<file path="src/rtl/factorial_engine.sv">
// Sequential factorial / double-factorial engine: one multiply per clock,
// start/done handshake, truncated result with a sticky per-run overflow flag.
module factorial_engine #(
    parameter int WIDTH   = 32,
    parameter int N_WIDTH = 8
) (
    input  logic               clk,
    input  logic               rst,
    input  logic               start,
    input  logic [N_WIDTH-1:0] n,
    input  logic               mode,
    output logic               busy,
    output logic               done,
    output logic [WIDTH-1:0]   result,
    output logic               overflow
);

    localparam int PW = WIDTH + N_WIDTH + 1;
    localparam logic [WIDTH-1:0] ACC_ONE = {{(WIDTH-1){1'b0}}, 1'b1};

    typedef enum logic [1:0] {IDLE, CALC, DONE} state_t;

    state_t             state_q, state_d;
    logic [N_WIDTH-1:0] n_q, n_d;
    logic               mode_q, mode_d;
    logic [N_WIDTH:0]   i_q, i_d;
    logic [WIDTH-1:0]   acc_q, acc_d;
    logic               ovf_q, ovf_d;
    logic [WIDTH-1:0]   result_q, result_d;
    logic               overflow_q, overflow_d;
    logic               busy_q, busy_d;
    logic               done_q, done_d;

    logic [PW-1:0]      prod;
    logic [N_WIDTH:0]   step;

    always_comb begin
        state_d    = state_q;
        n_d        = n_q;
        mode_d     = mode_q;
        i_d        = i_q;
        acc_d      = acc_q;
        ovf_d      = ovf_q;
        result_d   = result_q;
        overflow_d = overflow_q;
        busy_d     = busy_q;
        done_d     = done_q;

        // Full-width product so bits above WIDTH can feed the overflow flag.
        prod    = {{(N_WIDTH+1){1'b0}}, acc_q} * {{WIDTH{1'b0}}, i_q};
        step    = '0;
        step[0] = ~mode_q;
        step[1] = mode_q;

        case (state_q)
            IDLE: begin
                if (start) begin
                    n_d     = n;
                    mode_d  = mode;
                    acc_d   = ACC_ONE;
                    ovf_d   = 1'b0;
                    i_d     = '0;
                    i_d[1]  = 1'b1;
                    i_d[0]  = mode & n[0];
                    busy_d  = 1'b1;
                    state_d = CALC;
                end
            end
            CALC: begin
                if (i_q <= {1'b0, n_q}) begin
                    acc_d = prod[WIDTH-1:0];
                    ovf_d = ovf_q | (|prod[PW-1:WIDTH]);
                    i_d   = i_q + step;
                end else begin
                    result_d   = acc_q;
                    overflow_d = ovf_q;
                    done_d     = 1'b1;
                    state_d    = DONE;
                end
            end
            DONE: begin
                done_d  = 1'b0;
                busy_d  = 1'b0;
                state_d = IDLE;
            end
            default: state_d = IDLE;
        endcase
    end

    always_ff @(posedge clk or posedge rst) begin
        if (rst) begin
            state_q    <= IDLE;
            n_q        <= '0;
            mode_q     <= 1'b0;
            i_q        <= '0;
            acc_q      <= ACC_ONE;
            ovf_q      <= 1'b0;
            result_q   <= '0;
            overflow_q <= 1'b0;
            busy_q     <= 1'b0;
            done_q     <= 1'b0;
        end else begin
            state_q    <= state_d;
            n_q        <= n_d;
            mode_q     <= mode_d;
            i_q        <= i_d;
            acc_q      <= acc_d;
            ovf_q      <= ovf_d;
            result_q   <= result_d;
            overflow_q <= overflow_d;
            busy_q     <= busy_d;
            done_q     <= done_d;
        end
    end

    assign busy     = busy_q;
    assign done     = done_q;
    assign result   = result_q;
    assign overflow = overflow_q;

endmodule

</file>
<file path="config.mk">
export PLATFORM = sky130hd
export DESIGN_NAME = factorial_engine
export DESIGN_NICKNAME = d
export VERILOG_FILES = /design/src/rtl/factorial_engine.sv
export SDC_FILE = /design/constraint.sdc
export NUM_CORES = 1
export LEC_CHECK = 0
export BUFFER_PORTS_ARGS = -buffer_cell sky130_fd_sc_hd__buf_2
export CAP_MARGIN = 20
export CORE_MARGIN = 3
export CORE_UTILIZATION = 35
export CTS_BUF_LIST = sky130_fd_sc_hd__clkbuf_4
export DETAILED_ROUTE_END_ITERATION = 10
export MAX_ROUTING_LAYER = met4
export PLACE_DENSITY = 0.51
export SYNTH_ARGS = -nofsm -noshare
export SYNTH_HDL_FRONTEND = slang
export SYNTH_SLANG_ARGS = --single-unit
export TNS_END_PERCENT = 100
</file>
<file path="constraint.sdc">
create_clock -name clk -period 11.5 [get_ports clk]
set_clock_uncertainty 0.05 [all_clocks]
set_input_delay 0.575 -clock clk [delete_from_list [all_inputs] [get_ports clk]]
set_output_delay 0.575 -clock clk [all_outputs]
set_load 0.005 [all_outputs]
</file>
Word-level counts from Yosys, hierarchy flattened
Index checks and enable logic that the tools add are counted.
Cells by class
  add/subtract/negate cells: 1
  multiply operators: 1
  $lt $le $gt $ge: 1
  equal/unequal tests: 5
  multiplexer cells: 16
  bitwise operators: 4
  reductions and logical operators: 11
Operator list (number)
  32-bit two-way mux: 2
  32-bit case mux with 2 select lines: 1
  32-bit by 9-bit multiplier with 41-bit output: 1
  9-bit two-way mux: 2
  9-bit case mux with 2 select lines: 1
  2-bit AND reduction: 5
  9-bit by 2-bit adder with 9-bit output: 1
  9-bit by 8-bit less-or-equal comparator with 1-bit output: 1
  9-bit OR reduction: 1
  2-bit != test, second input constant: 3
  1-bit case mux with 2 select lines: 3
  2-bit nonzero test: 3
  1-bit two-way mux: 4
  2-bit two-way mux: 2
  2-bit case mux with 2 select lines: 1
  3-bit AND reduction: 1
  2-bit by 1-bit equality test with 1-bit output, second input constant: 1
  2-bit equality test, second input constant: 1
  2-bit zero test: 1
  1-bit NOT: 2
  1-bit bitwise AND: 1
  1-bit OR: 1
Storage, ports and cells
  register bits after elaboration: 88
  input port bits: 12
  logic and storage cells: 49

Logic depth before layout (Yosys ltp)
Gate-level depths: netlist of run 1.
  depth in word-level cells: 5
  mapped depth: 22
  depth with buffers taken out: 19

Worst setup path before layout of run 1
No wires, ideal clock.
  path kind: register to register
  start: reg i_q[2]
  end: reg ovf_q
  setup time: 0.129 ns
  arrival: 5.364 ns
  slack: 5.957 ns
  stages on the path, launching flop included: 21
  period minus slack after synthesis: 5.543 ns
  cells stage by stage: dfrtp_1 clkbuf_1 clkbuf_1 nand2_1 fa_1 inv_1 fa_1 fa_1 inv_1 fa_1 inv_1 ha_1 nand2_2 or4_4 o2bb2ai_4 a211oi_2 o31ai_4 nor2b_1 mux2i_1 o211ai_1 o41a_1
Between the ends
  longest elaborated chain between the ends: 5
  elaborated cells between the ends (all ways): 8
  those cells by class: 1 x mul; 1 x order compare; 1 x eq/ne; 2 x mux; 1 x bitwise; 2 x reduce/logical
RTL lines
  start, declared: RTL line 26  | logic [N_WIDTH:0] i_q, i_d;
  start signal, assigned: RTL line 106  | i_q <= i_d;
  32-bit by 9-bit multiplier with 41-bit output: RTL line 50  | prod = {{(N_WIDTH+1){1'b0}}, acc_q} * {{WIDTH{1'b0}}, i_q};
  9-bit OR reduction: RTL line 72  | ovf_d = ovf_q | (|prod[PW-1:WIDTH]);
  1-bit OR: RTL line 72
  1-bit two-way mux: RTL line 70  | if (i_q <= {1'b0, n_q}) begin
  1-bit case mux with 2 select lines: RTL line 55  | case (state_q)
  end signal, assigned: RTL line 108  | ovf_q <= ovf_d;
  end, declared: RTL line 28  | logic ovf_q, ovf_d;
Several ways; a longest one is shown, not always the timed one. The select of a mux whose other input is x is not followed.
A chain may end at the register's enable or synchronous reset.

Worst setup path in the final report of run 1
  start: reg i_q[1]
  end: reg ovf_q
Same word-level chain as after synthesis.

==> results of run 1 <==
[sequential cells by signal, summed over array words and instances (netlist names)]
register and cells:
i_q 9, ovf_q 1, overflow 1, acc_q 32, done 1, mode_q 1, result 32, n_q 8
state_q 2, busy 1
[critical path, cell delays in order (launching register included)]
cell	delay (ns)
dfrtp_1	0.71
buf_4	0.41
nand2_1	0.13
fa_1	0.52
inv_1	0.05
fa_1	0.50
fa_1	0.54
inv_1	0.05
fa_1	0.47
inv_1	0.04
ha_1	0.39
a21oi_1	0.26
o211ai_1	0.16
a221oi_2	0.47
a21oi_1	0.22
or2_2	0.33
a2bb2oi_1	0.14
a211oi_2	0.22
o211ai_1	0.11
o41a_1	0.41
[final cells by class]
type / count / share of cell area [%]
diodes: 5 / 0.09168
clock buffers: 9 / 0.4950
clock inverters: 7 / 0.7792
inverters: 264 / 7.279
multi-input cells: 985 / 68.45
flip-flops and latches: 88 / 16.14
well taps: 461 / 4.226
repair buffers: 61 / 2.530
[metal layers]
layer	vias up	GRT usage [%]
li1	4354	-
met1	4931	23.88
met2	156	30.18
met3	25	2.110
met4	0	3.303
met5	-	-
[path summary, 6_finish.rpt]
| path | from | cells past startpoint | end | slack [ns] |
|---|---|---|---|---|
| worst min register to register | result[31]$_DFFE_PP0P_ | 1 | result[31]$_DFFE_PP0P_ | 0.47 |
| worst max-delay path | i_q[1]$_DFFE_PP0P_ | 19 | ovf_q$_DFFE_PP0P_ | 5.16 |
| min in group asynchronous | rst | 3 | done$_DFFE_PP0P_ | 0.54 |
| worst min-delay path | n[3] | 3 | n_q[3]$_DFFE_PP0P_ | 0.22 |
| max in group asynchronous | rst | 4 | acc_q[19]$_DFFE_PP0P_ | 9.68 |
| worst max register to register | i_q[1]$_DFFE_PP0P_ | 19 | ovf_q$_DFFE_PP0P_ | 5.16 |
[metrics by stage]
stage                     setup slack (ns)  std cells  utilization (%)  instance area (um^2)  hold WS, ns
final                                5.162       1880            38.00                 13650       0.2178
after global routing                 4.826       1878            37.99                 13640       0.1939
after CTS                            5.214       1875            37.97                 13640       0.1853
after detailed placement             5.291       1858            37.45                 13450       0.4371
after global placement               5.354       1858            37.45                 13450       0.4323
after floorplan                      5.957       1425                -                 12860       0.4204
[power groups by stage]
| stage | combinational, mW | clock (mW) | sequential (mW) |
|---|---|---|---|
| after CTS | 2.90 | 0.228 | 0.702 |
| final | 2.86 | 0.219 | 0.697 |
| after global placement | 2.85 | 0 | 0.706 |
| after global routing | 3.29 | 0.238 | 0.727 |
| after floorplan | 2.29 | 0 | 0.514 |
| after detailed placement | 2.88 | 0 | 0.711 |
[cell families (layout without fill, tap and decap cells)]
family | Yosys count | count (layout) | synth area share (%)
and+or+nand+nor | 457 | 457 | 17.77
buffers and inverters | 352 | 341 | 10.33
adders and majority gates | 283 | 283 | 39.90
AOI/OAI and AO/OA | 175 | 175 | 9.426
DFF | 88 | 88 | 17.13
xor gates and xnor gates | 35 | 35 | 2.383
muxes | 35 | 35 | 3.054
other | 0 | 5 | 0
[timing repair]
action                                 4_1_cts  5_1_grt
hold buffers                                 1        0
endpoints found under the hold margin       29        0
resized for setup                            0        0
[placed cells by master, fill, tap and decap left out, types with 2 or more instances in the layout]
cell type / Yosys / routed
inv_1: 264 / 263
fa_1: 212 / 212
nand2_1: 187 / 187
and2_1: 175 / 175
dfrtp_1: 87 / 87
ha_1: 71 / 71
a21oi_1: 49 / 49
buf_2: 0 / 46
nor2_1: 38 / 37
o21ai_0: 35 / 35
mux2_2: 34 / 34
o31ai_1: 20 / 20
xor2_1: 18 / 18
xnor2_1: 17 / 17
buf_4: 0 / 14
nand4_1: 12 / 12
nand3_1: 12 / 12
a21o_1: 11 / 11
clkbuf_4: 0 / 9
nor3_1: 8 / 8
and3_1: 8 / 8
o21bai_1: 7 / 7
o211ai_1: 6 / 6
diode_2: 0 / 5
a211oi_1: 5 / 5
a22o_1: 5 / 5
a31oi_1: 5 / 5
o21a_1: 3 / 3
o41ai_1: 3 / 3
a21boi_0: 3 / 3
nor2b_1: 3 / 3
or2_2: 3 / 3
nand2b_1: 2 / 2
nor4_1: 2 / 2
a211oi_2: 2 / 2
o2111ai_1: 2 / 2
bufinv_16: 0 / 2
==> results by stage, run 1 <==
Outcome:
- The run finished with clean final reports.

Global route:
- The total overflow reported by the global router is 0.
- The number of global-route vias before repair is 10,005.
- The number of antenna violations at the first check in global routing came to 3.
- The first global-routing pass estimated 54,480 um of wire.
- The maximum number of pins on one net before global-route repair is 62.
- Global routing used 17.99% of the available tracks across all layers.

Synthesis:
- The share of synthesized area in the top cell type comes to 33.00%.
- The count of flip-flops with a built-in enable after synthesis is 0.
- The synthesized design spends more area on one cell type than any other, namely fa_1.
- The library cell with the highest instance count after synthesis is inv_1.
- The share of synthesized registers carrying an async set or reset is 100.0%.
- The synthesized area per cell is 9.026 um^2.
- The proportion of synthesized chip area in sequential cells is 17.13%.
- The synthesized netlist occupies a cell area of 0.01286 mm^2.
- In the synthesized netlist, the number of instances is 1,425.
- Counting flops and latches in the post-synthesis netlist gives 88.
- In the synthesized netlist, the cells that appear most often are 264 x inv_1, 212 x fa_1, 187 x nand2_1.
- In the synthesized netlist the dominant register cell turns out to be dfrtp_1.
- The number of distinct library cells after synthesis is 62.
- When the netlist entered floorplanning its net count stood at 1,720.
- The number of warnings reported in the yosys synthesis log is 0.
- Yosys attributes the largest share of cell area to fa_1 33%, dfrtp_1 17%, and2_1 8.5%, inv_1 7.7%, ha_1 6.9%.

Die:
- 47 I/O pins were placed.
- The die covers 0.03909 mm^2.
- The vertical die dimension is 197.7 um.
- In this run the horizontal extent of the chip is 197.7 um.
- For this configuration, the core starts out at a cell density of 35.81%.
- The placeable core region is 0.03591 mm^2.
- After floorplanning, the core was divided into 69 placement rows.

Detailed routing:
- After detailed routing, no signal wire sits above met4.
- The total number of vias is 9,466.
- The first detailed-routing pass took 5 iterations.
- The detail route stage leaves a number of antenna-violating nets equal to 0.
- The post-detailed-route DRC marker count is 0.
- After detailed routing, the wire length on met1 is 14,920 um.
- The wire length on met2 is 16,060 um.
- The first-iteration detailed-routing DRC count is 449.
- The number of vias per cell after detailed routing is 5.035.
- The routed length on met3 is 993 um.
- The final layout contains routed wiring with a total length of 32,290 um.
- After detailed routing, the average wire length per cell comes to 17.17 um.

Worst hold path:
- The classification of the worst-slack hold path is in -> reg.

Cells and area:
- The area of combinational cells with multiple inputs is 0.009343 mm^2.
- The count of nets after finishing is 1,704.
- Cells with a size suffix above 1 make up 9.194% of the layout.
- After filler insertion, the fill cell instance count of the layout stands at 3,681.
- The combined flip-flop and latch cell area is 0.002203 mm^2.
- The synthesis-to-layout area growth is 6.109%.

Timing:
- The measured slew at the worst slew-check pin is 0.8088 ns.
- Setup repair after global routing left no endpoint under its margin.
- The final hold violation count was 0.
- The final number of max-transition violations came to 0.
- Setup violations remaining at the end of the flow were counted as 0.
- In this run the tightest slew margin relative to its limit is 46.08%.
- Summed over all failing endpoints, the final setup total negative slack is 0 ns.
- Static timing analysis puts the maximum clock frequency at 0.1578 GHz.
- The minimum clock period after layout is 6.338 ns.
- The final clock period utilization by the worst path is 55.11%.

Place:
- At the end of routability-driven placement, the weighted congestion stood at 0.8794.
- The detailed-placement wirelength estimate is 24,780 um.
- The number of input and output port buffers inserted is 46.

Pwr:
- In this run the static leakage power is 6.951 nW.
- The power share of the clock group is 5.8%.
- The total power density per cell area is 276.8 mW/mm^2.
- The switching portion of total power is 56.45%.
- The internal power component is 1.645 mW.
- Per report_power, the combinational group accounts for 75.7% of the total.
- Across the VDD grid, the largest voltage drop is 0.1059 mV.
- In this run the power spent charging and discharging nets is 2.133 mW.
- The completed layout was analyzed and its total power is 3.778 mW.
- Registers are responsible for 18.5% of the overall power.

Clocking:
- The later pin in the worst-skew pair is clocked with a latency of 0.49 ns.
- The number of H-tree levels is 3.
- Once the clock tree was built, the setup fixing pass inserted 0 buffers.
- The total CTS buffers is 9.
- The root buffer cell chosen for the clock tree is clkbuf_4.
- CTS saw 88 sinks.
- The clock transition at the registers of the reported paths is 0.18 ns.
- TritonCTS built the clock tree.
- The maximum clock path buffer count is 2.

Worst setup path:
- The biggest fanout along the worst timing path is 24.
- The critical path class is reg -> reg.
- STA classifies the critical path startpoint as a flop.
- The critical path capture point type is a flop.
- Data on the critical path is required at its endpoint by 11.82 ns.
- For the worst setup path, the data arrival time is 6.66 ns.

Run:
- The max capacitance violation total is 0.
No activity file was read; power rests on OpenSTA's default activity.
==> run 2: changes to the inputs <==
clock period = 6.1 ns   (was 11.5 ns; I/O delays follow)
==> results by stage, run 2 (synthesis gave the netlist of run 1 again) <==
Clocking:
- The number of H-tree levels is 3 (unchanged).
- The number of clock sinks was 88 (unchanged).
- TritonCTS built the clock tree.
- The tree is rooted in a clkbuf_4.
- The total CTS buffers is 9 (unchanged).
- The maximum clock path buffer count is 2 (unchanged).
- The clock network latency to the later pin of the worst-skew pair is 0.50 ns (about the same).
- The clock transition at the registers of the reported paths is 0.18 ns (about the same).

Detailed routing:
- The post-detailed-route DRC marker count is 0 (unchanged).
- The routed length on met3 is 912 um (-8.2%).
- The top layer reached by signal wires is met4.
- The wire length on met1 came to 15,250 um (+2.2%).
- The number of antenna-violating nets in the routed design is 0 (unchanged).
- The sum of routed wire length over all layers came to 33,220 um (+2.9%).
- The first-iteration detailed-routing DRC count is 419 (-6.7%).
- The count of TritonRoute iterations in the first routing pass is 5 (unchanged).
- The total number of vias is 9,474 (+0.085%).
- The number of vias per cell after detailed routing is 4.963 (-1.4%).
- The wire length on met2 came to 16,750 um (+4.3%).
- The routed wirelength normalized by instance count came to 17.40 um (+1.3%).

Place:
- The placed cell count is 1,881 (+1.2%).
- The detailed-placement wirelength estimate is 25,760 um (+3.9%).
- The cell area reported after detailed placement is 0.01369 mm^2 (+1.7%).
- The global placer's final weighted congestion was 0.8814 (+0.23%).
- The number of input and output port buffers inserted is 46 (unchanged).

Pwr:
- The total power density per cell area is 524.9 mW/mm^2 (+90%).
- The overall power of the completed layout is 7.321 mW (+94%).
- The maximum vdd drop came to 0.2399 mV (+130%).
- The leakage dissipation came to 7.112 nW (+2.3%).

Global route:
- The maximum number of pins on one net before global-route repair is 53 (-15%).
- The global routing usage summed across all routing layers is 18.50% (+0.51 points).
- The total overflow reported by the global router is 0 (unchanged).
- The first-pass GRT wire length is 55,670 um (+2.2%).
- The number of global-route vias before repair is 10,338 (+3.3%).
- The number of antenna violations at the first check in global routing is 1 (-2).

Outcome:
- The run finished with clean final reports.

Worst setup path:
- The required arrival time at the worst endpoint came to 6.46 ns (-5.36 ns).
- The critical path class is reg -> reg.
- The biggest fanout along the worst timing path is 16 (-33%).
- The startpoint class of the critical path is a flop.
- The cell count of the worst reg-to-reg path is 18 (-1).
- The register-to-register path setup slack is 0.31 ns (-4.85 ns).
- The worst setup path is captured at a flop.
- The worst endpoint data arrival time is 6.15 ns (-0.51 ns).
- The endpoint identified for the worst register-to-register timing path is ovf_q$_DFFE_PP0P_.
- The beginning of the worst register-to-register path is i_q[5]$_DFFE_PP0P_.

Timing:
- The headroom to the max-slew limit is 35.54% (-11 points).
- The final number of max-transition violations is 0 (unchanged).
- The final clock period utilization by the worst path is 94.90% (+40 points).
- The minimum clock period after layout is 5.789 ns (-0.5489 ns).
- The measured slew at the worst slew-check pin is 0.9646 ns (+0.1559 ns).
- The final hold violation count is 0 (unchanged).
- Setup repair after global routing left no endpoint under its margin.
- The final setup violation count is 0 (unchanged).
- The final setup TNS is 0 ns (unchanged).
- The highest attainable clock frequency is 0.1727 GHz (+9.5%).

Cells and area:
- The share of post-route cells with drive strength above 1 was 10.85% (+1.7 points).
- The most common library cell in the layout ignoring fill and taps is inv_1.
- The utilization after layout is 38.83% (+0.83 points).
- The filler cell count in the final layout is 3,643 (-1.0%).
- The count of nets after finishing was 1,737 (+1.9%).
- The final non-filler cell total is 1,909 (+1.5%).
- The library cells used most frequently in the layout, excluding fill and tap cells, are 263 x inv_1, 212 x fa_1, 187 x nand2_1, 175 x and2_1, 84 x dfrtp_1.
- The area of combinational cells with multiple inputs is 0.009345 mm^2 (about the same).
- The combined flip-flop and latch cell area is 0.002207 mm^2 (+0.17%).
- The post-route cell area came to 0.01395 mm^2 (+2.2%).
- The synthesis-to-layout area growth is 8.434%.

Die:
- The I/O pin total was 47 (unchanged).
- The vertical die dimension is 197.7 um (unchanged).
- The placeable core region was 0.03591 mm^2 (unchanged).
- The placement row count came to 69 (unchanged).
- The area of the die is 0.03909 mm^2 (unchanged).
- The horizontal die dimension is 197.7 um (unchanged).
- The starting density of the core came to 35.81% (unchanged).

Worst hold path:
- The path class of the tightest hold or removal check is in -> async.

Run:
- The max capacitance violation total is 0 (unchanged).
## run 2: worst max path at each step
stage                               from                 to  depth (start not counted)
CTS                 acc_q[4]$_DFFE_PP0P_  ovf_q$_DFFE_PP0P_                         19
global route          i_q[0]$_DFFE_PP0P_  ovf_q$_DFFE_PP0P_                         20
floorplan             i_q[2]$_DFFE_PP0P_  ovf_q$_DFFE_PP0P_                         20
detailed placement  acc_q[4]$_DFFE_PP0P_  ovf_q$_DFFE_PP0P_                         19
finish                i_q[5]$_DFFE_PP0P_  ovf_q$_DFFE_PP0P_                         18
global placement      i_q[5]$_DFFE_PP0P_  ovf_q$_DFFE_PP0P_                         18
## run 2: power by group
part	leakage (nW)	total [mW]	switching, mW	internal [mW]
clock	0.0777	0.368	0.271	0.0975
combinational	5.92	5.72	3.46	2.26
sequential	1.11	1.23	0.378	0.851
total	7.11	7.32	4.11	3.21
## run 2: final cells by class
class | count | share of cell area [%]
Antenna cell | 1 | 0.01794
Clock buffer | 9 | 0.4844
Clock inverter | 7 | 0.5293
Inverter | 264 | 7.123
Multi-Input combinational cell | 985 | 67.00
Sequential cell | 88 | 15.82
Tap cell | 461 | 4.136
Timing Repair Buffer | 94 | 4.880
## run 2: worst max-delay path: stages, from the launching register on
cell       delay (ns)
dfrtp_1          0.53
buf_4            0.26
and2_1           0.20
fa_1             0.54
inv_1            0.06
fa_1             0.46
fa_1             0.51
fa_1             0.54
inv_1            0.04
ha_1             0.39
a21o_1           0.21
o21bai_1         0.20
a2111oi_1        0.40
nor3_1           0.15
o41ai_1          0.34
a211oi_1         0.14
a211oi_2         0.17
o211ai_1         0.11
o41a_1           0.41
## run 2: repair_timing
item,CTS,global route
resized for setup,0,4
buffers inserted,0,0
setup endpoints to repair,0,1
hold endpoints to repair,45,0
hold buffers,11,0
## run 2: stage by stage
stage / hold slack, ns / setup slack, ns
3_5_place_dp: 0.3255 / 0.2743
4_1_cts: 0.2814 / 0.2158
5_1_grt: 0.3129 / 0.02096
2_1_floorplan: 0.3718 / 0.5570
3_3_place_gp: 0.3278 / 0.2628
6_report: 0.2988 / 0.3112
## run 2: layer usage
metal / GRT usage, % / vias to the layer above
met2: 32.34 / 139
met1: 23.87 / 4897
met3: 2.110 / 19
li1: - / 4419
met4: 2.516 / 0
met5: - / -
==> run 3: changes to the inputs <==
SETUP_SLACK_MARGIN = 0.5   (was unset)
==> results by stage, run 3 (synthesis gave the netlist of run 1 again) <==
Worst setup path:
- STA classifies the critical path endpoint as a flop.
- The required arrival time at the worst endpoint is 6.46 ns (about the same).
- Tracing the worst setup path back leads to its startpoint at acc_q[7]$_DFFE_PP0P_.
- The critical path is of the reg -> reg type.
- The biggest fanout along the worst timing path was 11 (-5).
- The worst endpoint data arrival time is 5.89 ns (-0.26 ns).
- The beginning of the worst register-to-register path is acc_q[7]$_DFFE_PP0P_.
- The startpoint class of the critical path is a flop.

Timing:
- The worst path setup slack after routing is 0.5776 ns (+0.2663 ns).
- The measured slew at the worst slew-check pin is 0.9741 ns (+0.009456 ns).
- The final setup TNS came to 0 ns (unchanged).
- The final setup violation count is 0 (unchanged).
- The final number of max-transition violations is 0 (unchanged).
- The final hold violation count is 0 (unchanged).
- The highest attainable clock frequency came to 0.1811 GHz (+4.8%).
- The minimum clock period after layout is 5.522 ns (-0.2663 ns).
- The final clock period utilization by the worst path was 90.53% (-4.4 points).
- The headroom to the max-slew limit is 34.91% (-0.63 points).
- The worst hold margin is 0.2922 ns (-0.006632 ns).
- Setup repair after global routing could not meet its margin everywhere.

Detailed routing:
- The total number of vias is 9,694 (+2.3%).
- The count of TritonRoute iterations in the first routing pass was 6 (+1).
- The routed wirelength normalized by instance count is 18.10 um (+4.0%).
- The post-detailed-route DRC marker count is 0 (unchanged).
- The number of vias per cell after detailed routing is 4.999 (+0.74%).
- The number of antenna-violating nets in the routed design came to 0 (unchanged).
- The sum of routed wire length over all layers is 35,100 um (+5.7%).
- The first-iteration detailed-routing DRC count is 455 (+8.6%).

Pwr:
- The overall power of the completed layout is 7.971 mW (+8.9%).
- The relative contribution of sequential cells to total power came to 15.5% (-1.3 points).
- The internal power component is 3.587 mW (+12%).
- The switching power of the nets is 4.383 mW (+6.7%).
- The power share of the clock group is 4.6% (-0.4 points).
- The maximum vdd drop was 0.2525 mV (+5.3%).
- The leakage dissipation was 7.314 nW (+2.8%).
- The switching portion of total power is 54.99% (-1.1 points).
- The fraction of power consumed by combinational cells is 79.8% (+1.6 points).
- The total power density per cell area is 546.3 mW/mm^2 (+4.1%).

Cells and area:
- The area growth from synthesis to layout is 13.43%.
- In the layout the commonest cells are 261 x inv_1, 212 x fa_1, 185 x nand2_1, 173 x and2_1, 71 x dfrtp_1.
- The utilization after layout is 40.63% (+1.8 points).
- The filler cell count in the final layout came to 3,584 (-1.6%).
- The final non-filler cell total came to 1,939 (+1.6%).
- The share of post-route cells with drive strength above 1 is 16.11% (+5.3 points).
- The post-route cell area is 0.01459 mm^2 (+4.6%).
- The most common library cell in the layout ignoring fill and taps is inv_1.
- The count of nets after finishing is 1,767 (+1.7%).

Worst hold path:
- The path class of the tightest hold or removal check is in -> async.

Place:
- The cell area reported after detailed placement was 0.01369 mm^2 (unchanged).
- The worst setup slack before clock tree synthesis is 0.2743 ns (unchanged).
- The detailed-placement wirelength estimate is 25,760 um (unchanged).
- The global placer's final weighted congestion is 0.8814 (unchanged).
- The number of input and output port buffers inserted is 46 (unchanged).
- The placed cell count is 1,881 (unchanged).

Global route:
- The total overflow reported by the global router is 0 (unchanged).
- The number of antenna violations at the first check in global routing is 1 (unchanged).
- The maximum number of pins on one net before global-route repair is 53 (unchanged).
- The first-pass GRT wire length is 56,350 um (+1.2%).
- The global routing usage summed across all routing layers is 18.76% (+0.26 points).
- The number of global-route vias before repair is 10,388 (+0.48%).

Clocking:
- The clock network latency to the later pin of the worst-skew pair is 0.50 ns (about the same).
- The clock transition at the registers of the reported paths is 0.19 ns (about the same).
- The maximum clock path buffer count is 2 (unchanged).
- The total CTS buffers is 9 (unchanged).
- In this run the clock root is driven by a clkbuf_4.
- The clock tree from TritonCTS is done.
- The number of H-tree levels is 3 (unchanged).
- The number of clock sinks is 88 (unchanged).

Die:
- The area of the die came to 0.03909 mm^2 (unchanged).
- The placeable core region is 0.03591 mm^2 (unchanged).
- The placement row count is 69 (unchanged).
- The vertical die dimension came to 197.7 um (unchanged).
- The I/O pin total came to 47 (unchanged).
- The starting density of the core was 35.81% (unchanged).
- The horizontal die dimension came to 197.7 um (unchanged).

Outcome:
- The flow ran to the end, and the final reports show no timing, DRC or antenna violations.

Run:
- The max capacitance violation total is 0 (unchanged).
-- run 3: cell types whose count changed in the layout (fill, tap and decap cells not counted), moves of 4 or more --
cell,previous run,this run
dfrtp_2,3,16
a21oi_1,49,45
buf_6,0,4
o21ai_1,0,5
ha_1,71,55
dfrtp_1,84,71
ha_4,0,9
buf_4,32,50
ha_2,0,7
o21ai_0,35,28
-- run 3: layout make-up --
cell class	instances	area, um^2	area share, %
Clock inverter	7	73.82	0.5060
Tap cell	461	576.8	3.953
Inverter	264	993.5	6.809
Clock buffer	9	67.56	0.4631
Sequential cell	88	2223	15.24
Timing Repair Buffer	124	1021	6.998
Antenna cell	1	2.502	0.01715
Multi-Input combinational cell	985	9632	66.02
-- run 3: routing by layer --
layer  track usage, %  vias to the layer above  share of wire, %
met3            2.076                       25               2.6
met4            2.516                        0               1.1
met5                -                        -                 0
li1                 -                     4480                 -
met2            32.91                      125                50
met1            24.17                     5064                46
-- run 3: timing repair --
action                                  CTS  global route
endpoints found under the hold margin    45             0
hold buffers                             11             0
buffers inserted                          5            22
endpoints found under the setup margin    2             5
gates cloned                              2             1
gates resized for setup                  30            60
pin swaps                                 5            38
-- run 3: final timing paths --
| check | to | slack [ns] | cells past startpoint |
|---|---|---|---|
| min | done$_DFFE_PP0P_ | 0.29 | 3 |
| min in group clk | result[23]$_DFFE_PP0P_ | 0.47 | 1 |
| max reg2reg | ovf_q$_DFFE_PP0P_ | 0.58 | 19 |
| max | ovf_q$_DFFE_PP0P_ | 0.58 | 19 |
| min reg2reg | result[23]$_DFFE_PP0P_ | 0.47 | 1 |
| max in group asynchronous | acc_q[6]$_DFFE_PP0P_ | 4.49 | 4 |
-- run 3: critical path: stages, from the launching register on --
cell       delay (ns)
dfrtp_2          0.56
and2_1           0.22
fa_1             0.51
fa_1             0.53
fa_1             0.54
inv_1            0.05
fa_1             0.48
inv_1            0.07
ha_4             0.26
buf_4            0.14
a21oi_1          0.18
o211ai_1         0.21
a221oi_2         0.29
buf_4            0.18
a21oi_2          0.07
or2_2            0.30
a2bb2oi_1        0.14
a211oi_2         0.20
o211ai_1         0.11
o41a_1           0.31
-- run 3: power by group through the flow --
stage | combinational [mW] | sequential (mW) | clock, mW
after floorplan | 4.32 | 0.968 | 0
after global placement | 5.71 | 1.25 | 0
after detailed placement | 5.73 | 1.25 | 0
after CTS | 5.97 | 1.25 | 0.386
after global routing | 7.19 | 1.28 | 0.401
final | 6.36 | 1.24 | 0.370
